File: src/rtl/arith_accumulator_ctrl.sv
// Valid/ready sequencer with a running accumulator for a combinational 4-bit add/sub unit.
// Define ACC_SAT_EN to saturate acc on carry/borrow instead of wrapping.
module arith_accumulator_ctrl #(
   parameter int WIDTH = 4
) (
   input  logic             clk,
   input  logic             rst,
   input  logic             in_valid,
   output logic             in_ready,
   input  logic [1:0]       in_op,
   input  logic [WIDTH-1:0] in_data,
   output logic [WIDTH-1:0] au_a,
   output logic [WIDTH-1:0] au_b,
   output logic             au_sel,
   input  logic [WIDTH-1:0] au_result,
   input  logic             au_carry,
   input  logic             au_overflow,
   output logic [WIDTH-1:0] acc,
   output logic             out_valid,
   output logic             carry_flag,
   output logic             ovf_flag
);

   typedef enum logic [1:0] {
      IDLE,
      EXEC,
      DONE
   } state_t;

   localparam logic [1:0] OP_LOAD  = 2'b00;
   localparam logic [1:0] OP_ADD   = 2'b01;
   localparam logic [1:0] OP_SUB   = 2'b10;
   localparam logic [1:0] OP_CLEAR = 2'b11;

   state_t           state;
   state_t           next_state;
   logic [1:0]       op_r;
   logic             accept;
   logic [WIDTH-1:0] arith_value;

   always_ff @(posedge clk) begin
      if (rst) begin
         state <= IDLE;
      end else begin
         state <= next_state;
      end
   end

   // in_ready and out_valid are masked by rst so a reset cycle never handshakes.
   always_comb begin
      next_state = state;
      in_ready   = 1'b0;
      out_valid  = 1'b0;
      accept     = 1'b0;
      case (state)
         IDLE: begin
            in_ready = ~rst;
            accept   = in_valid & ~rst;
            if (accept) begin
               next_state = EXEC;
            end
         end
         EXEC: begin
            next_state = DONE;
         end
         DONE: begin
            out_valid  = ~rst;
            next_state = IDLE;
         end
         default: begin
            next_state = IDLE;
         end
      endcase
   end

`ifdef ACC_SAT_EN
   always_comb begin
      arith_value = au_result;
      if (au_carry) begin
         arith_value = (op_r == OP_ADD) ? {WIDTH{1'b1}} : {WIDTH{1'b0}};
      end
   end
`else
   always_comb begin
      arith_value = au_result;
   end
`endif

   always_ff @(posedge clk) begin
      if (rst) begin
         op_r       <= OP_LOAD;
         au_b       <= '0;
         au_sel     <= 1'b0;
         acc        <= '0;
         carry_flag <= 1'b0;
         ovf_flag   <= 1'b0;
      end else begin
         if (accept) begin
            op_r   <= in_op;
            au_b   <= (in_op == OP_CLEAR) ? '0 : in_data;
            au_sel <= (in_op == OP_SUB);
         end
         if (state == EXEC) begin
            case (op_r)
               OP_LOAD: begin
                  acc <= au_b;
               end
               OP_ADD, OP_SUB: begin
                  acc        <= arith_value;
                  carry_flag <= carry_flag | au_carry;
                  ovf_flag   <= ovf_flag | au_overflow;
               end
               default: begin
                  acc        <= '0;
                  carry_flag <= 1'b0;
                  ovf_flag   <= 1'b0;
               end
            endcase
         end
      end
   end

   assign au_a = acc;

endmodule
File: config.mk
export PLATFORM = sky130hd
export DESIGN_NAME = arith_accumulator_ctrl
export DESIGN_NICKNAME = d
export VERILOG_FILES = /design/src/rtl/arith_accumulator_ctrl.sv
export SDC_FILE = /design/constraint.sdc
export NUM_CORES = 1
export LEC_CHECK = 0
export ABC_AREA = 0
export ABC_CLOCK_PERIOD_IN_PS = 1900
export CAP_MARGIN = 30
export CORE_MARGIN = 5
export CORE_UTILIZATION = 55
export CTS_BUF_LIST = sky130_fd_sc_hd__clkbuf_8
export DETAILED_ROUTE_END_ITERATION = 7
export DONT_BUFFER_PORTS = 1
export PLACE_DENSITY = 0.7
export SLEW_MARGIN = 20
export SYNTH_ARGS = -nofsm -noshare
export SYNTH_HDL_FRONTEND = slang
export SYNTH_SLANG_ARGS = --single-unit
export TNS_END_PERCENT = 1
File: constraint.sdc
create_clock -name clk -period 1.9 [get_ports clk]
set_input_delay 0.38 -clock clk [delete_from_list [all_inputs] [get_ports clk]]
set_output_delay 0.38 -clock clk [all_outputs]
set_load 0.02 [all_outputs]
==> results.md <==
Synth:
- The cell area after synthesis is 738 um2.
- The synthesized netlist devotes 15.3% of its cell area to compound gates.
- The synthesized netlist devotes 0% of its cell area to XOR and XNOR gates.
- The count of distinct cell types in the synthesized netlist is 20.
- The post-synthesis area per instance is between 10 and 15 um2.
- The portion of netlist area occupied by mux cells is approximately 14%.
- The post-synthesis instance total is 70.
- Sequential cells were found to cover between 40% and 50% of the synthesized design area.
- The post-synthesis register bit count is 15.
- The combinational family with the most area after synthesis is simple AND/OR/NAND/NOR gates.
- The number of nets handed over by synthesis was a little under 90.
- The fraction of the mapped netlist area in simple logic gates is between 15 and 20%.
- The Yosys step of the flow raised 0 warnings.
- Summing the areas of all fa, ha and maj instances in the mapped netlist gives approximately 3.4% of the synthesized area.

Route:
- The pre-antenna-repair detailed-routing pass consisted of 4 iterations.
- The routed design has ~1300 um of wire.
- The DRC violation count after routing is 0.
- The number of vias in the routed layout is roughly 480.
- The remaining antenna violation count after routing is 0.
- In the routed layout, each cell is associated on average with a via count of around 5.6.
- The detailed router's first-iteration violation count is 11.
- The routed length per placed instance is ~15 um.

Clock tree:
- The post-cts hold buffer count is 0.
- The largest buffer count on any clock path is 2.
- For the worst-skew pair, the clock arrives at the later sink with an insertion delay of 250 ps.
- TritonCTS built the clock tree.
- The clock transition at the register clock pins on the worst setup and hold paths after CTS is around 60 ps.
- The number of gates resized after CTS was 0.
- The number of CTS-inserted buffers is 3.
- The number of clock sinks is 15.
- Post-CTS timing repair inserted 0 buffers for setup.
- The library cell used as clock root buffer is clkbuf_8.
- In this run the number of H-tree levels came out at 1.

Critical path:
- In this run the critical register-to-register path is captured at au_b[3].
- In this run the worst path has a maximum fanout of 8.
- The critical setup path kind is reg2reg.
- The critical register-to-register path startpoint is state[0].
- STA classifies the critical path endpoint as a register.
- The required time at the endpoint of the critical path is ~2000 ps.
- STA classifies the critical path startpoint as a register.
- The internal reg-to-reg setup slack is 300 ps.
- The worst register-to-register path has a depth of 2.
- For the worst setup path, the data arrival time is around 1700 ps.

Die:
- In this run the vertical extent of the chip is between 40 and 50 um.
- The core region is between 1000 and 1500 um2.
- The number of standard-cell rows in the floorplan is 13.
- The initial core utilization is a little under three fifths.
- The die area is 2170 um2.
- The width of the die is 46.6 um.
- The number of top-level pins is 32.

Worst hold path:
- Counting instances, the worst hold path has a depth of 1.
- The tightest min-delay check is of the in2reg type.
- The critical hold path startpoint is rst.
- The worst hold path terminates at state[1].

Timing:
- The transition at the pin with the smallest max-transition slack is between 400 and 500 ps.
- The worst max-slew margin expressed relative to the limit is between 60 and 70%.
- Setup repair after global routing left no endpoint under its margin.
- Setup violations remaining at the end of the flow were counted as 0.
- The final worst-path cycle share is between 80% and 90%.
- The sum of negative setup slack is 0 ps.
- The final number of hold-violating endpoints is 0.
- For the final database, setup skew stands at 2.72 ps.
- For the finished layout, the period the worst path requires is approximately 1600 ps.
- The max-slew violation total from the final report came to 0.
- Static timing analysis puts the maximum clock frequency at between 600 and 700 MHz.

Cells and area:
- Summing all multi-input logic gate instances after layout gives 359 um2.
- The antenna diode count is 0.
- The area taken by flip-flops and latches is 300 um2.
- Leaving out fill and tap cells, the most frequent cells in the layout are dfxtp_1 (15), inv_1 (9), nor2b_1 (8).
- The number of filler cells placed in the layout is between 100 and 150.
- The area growth from synthesis to final layout is 4.75%.
- The layout cell share with drive strength beyond 1 is between 10% and 20%.
- The library cell used most frequently in the layout, excluding fill and tap cells, is dfxtp_1.
- The number of nets at the end of the flow is 88.
- The number of standard cells in the layout, taps in and fillers out is 85.

Placement:
- At the end of routability-driven placement, the weighted congestion stood at slightly below 0.7.
- The number of buffers inserted by port buffering is 0.
- After detailed placement, the design holds a cell count of slightly above 80.
- The HPWL after detailed placement is about 970 um.

GRT:
- Entering global routing, the biggest net connects 19 pins.
- The initial antenna violation count is 0.
- The number of global-route vias before repair is about 430.
- The first global-routing pass estimated between 2000 and 2500 um of wire.
- The total routing resource utilization after global routing is a little over an eighth.
- The remaining global-route overflow is 0.

Run status:
- The flow ran to the end, and the final reports show no timing, DRC or antenna violations.

Power and ir drop:
- For this design the ratio of total power to cell area is roughly 900 nW/um2.
- The static power due to leakage is 0.000315 uW.
- The maximum vdd ir drop is 592 uV.

Flow run:
- The max capacitance violation total is 0.
-- flip-flops by register name, summed over array words and instances, names as in the netlist --
signal      flops
ovf_flag        1
acc             4
au_b            4
state           2
au_sel          1
carry_flag      1
op_r            2
-- worst max-delay path by stage --
stage                         from        end  slack [ps]
after global routing      state[0]    au_b[1]         250
after CTS                 state[0]    au_b[3]         300
after floorplan                rst  out_valid         430
after global placement    state[0]    au_b[0]         330
after detailed placement  state[0]    op_r[1]         310
final                     state[0]    au_b[3]         300
-- per-layer routing --
| metal | share of wire (%) | global-route usage [%] |
|---|---|---|
| met3 | 8.6 | 7.42 |
| met2 | 46 | 19.0 |
| met5 | 0 | 0 |
| met1 | 45 | 16.5 |
| met4 | 0.86 | 3.31 |
-- layout make-up --
class                           instances  share of cell area, %
Timing Repair Buffer                    2                   1.94
Multi-Input combinational cell         40                   46.4
Tap cell                               15                   2.43
Clock buffer                            3                   5.34
Sequential cell                        15                   38.8
Clock inverter                          1                  0.647
Inverter                                9                   4.37
-- per-stage QoR --
stage          instance area (um2)  util, %  power, uW  hold slack, ps  setup slack [ps]
6_report                       773     60.2        697             204               304
5_1_grt                        773     60.2        733             194               249
4_1_cts                        773     60.2        706             190               302
3_5_place_dp                   727     56.6        450             455               313
3_3_place_gp                   727     56.6        449             454               329
2_1_floorplan                  738        -        443             523               427
-- worst max-delay path, cell delays in order, from the launching register on --
cell and delay [ps]:
dfxtp_1 350, or4b_1 770, mux2_4 370
-- cell usage after synthesis --
library cell / count / share of area (%)
dfxtp_1: 15 / 41
inv_1: 9 / 4.6
nor2b_1: 8 / 6.8
mux2_4: 6 / 12
a21boi_0: 4 / 4.1
a22oi_1: 4 / 4.1
buf_4: 4 / 4.1
o32ai_1: 4 / 4.7
a221oi_1: 2 / 2.4
ha_1: 2 / 3.4
nand2b_1: 2 / 1.7
or4bb_1: 2 / 3.1
buf_6: 1 / 1.5
clkbuf_1: 1 / 0.51
mux2i_1: 1 / 1.4
nor2_1: 1 / 0.51
nor3_1: 1 / 0.68
nor3b_1: 1 / 1.0
or4b_1: 1 / 1.4
or4b_2: 1 / 1.4
-- where the power goes --
part | internal (uW) | switching [uW]
clock network | 145 | 109
logic | 44.0 | 34.1
registers | 332 | 32.8
total | 521 | 176
-- cells by family (layout without fill, tap and decap cells) --
logic type               after synthesis  after routing
AO/OA/AOI/OAI                         14             14
adder cells (fa/ha/maj)                2              2
buffers and inverters                 15             15
flip-flops                            15             15
multiplexers                           7              7
AND/OR/NAND/NOR                       17             17
Note: power is estimated with default switching activity, not from simulation.
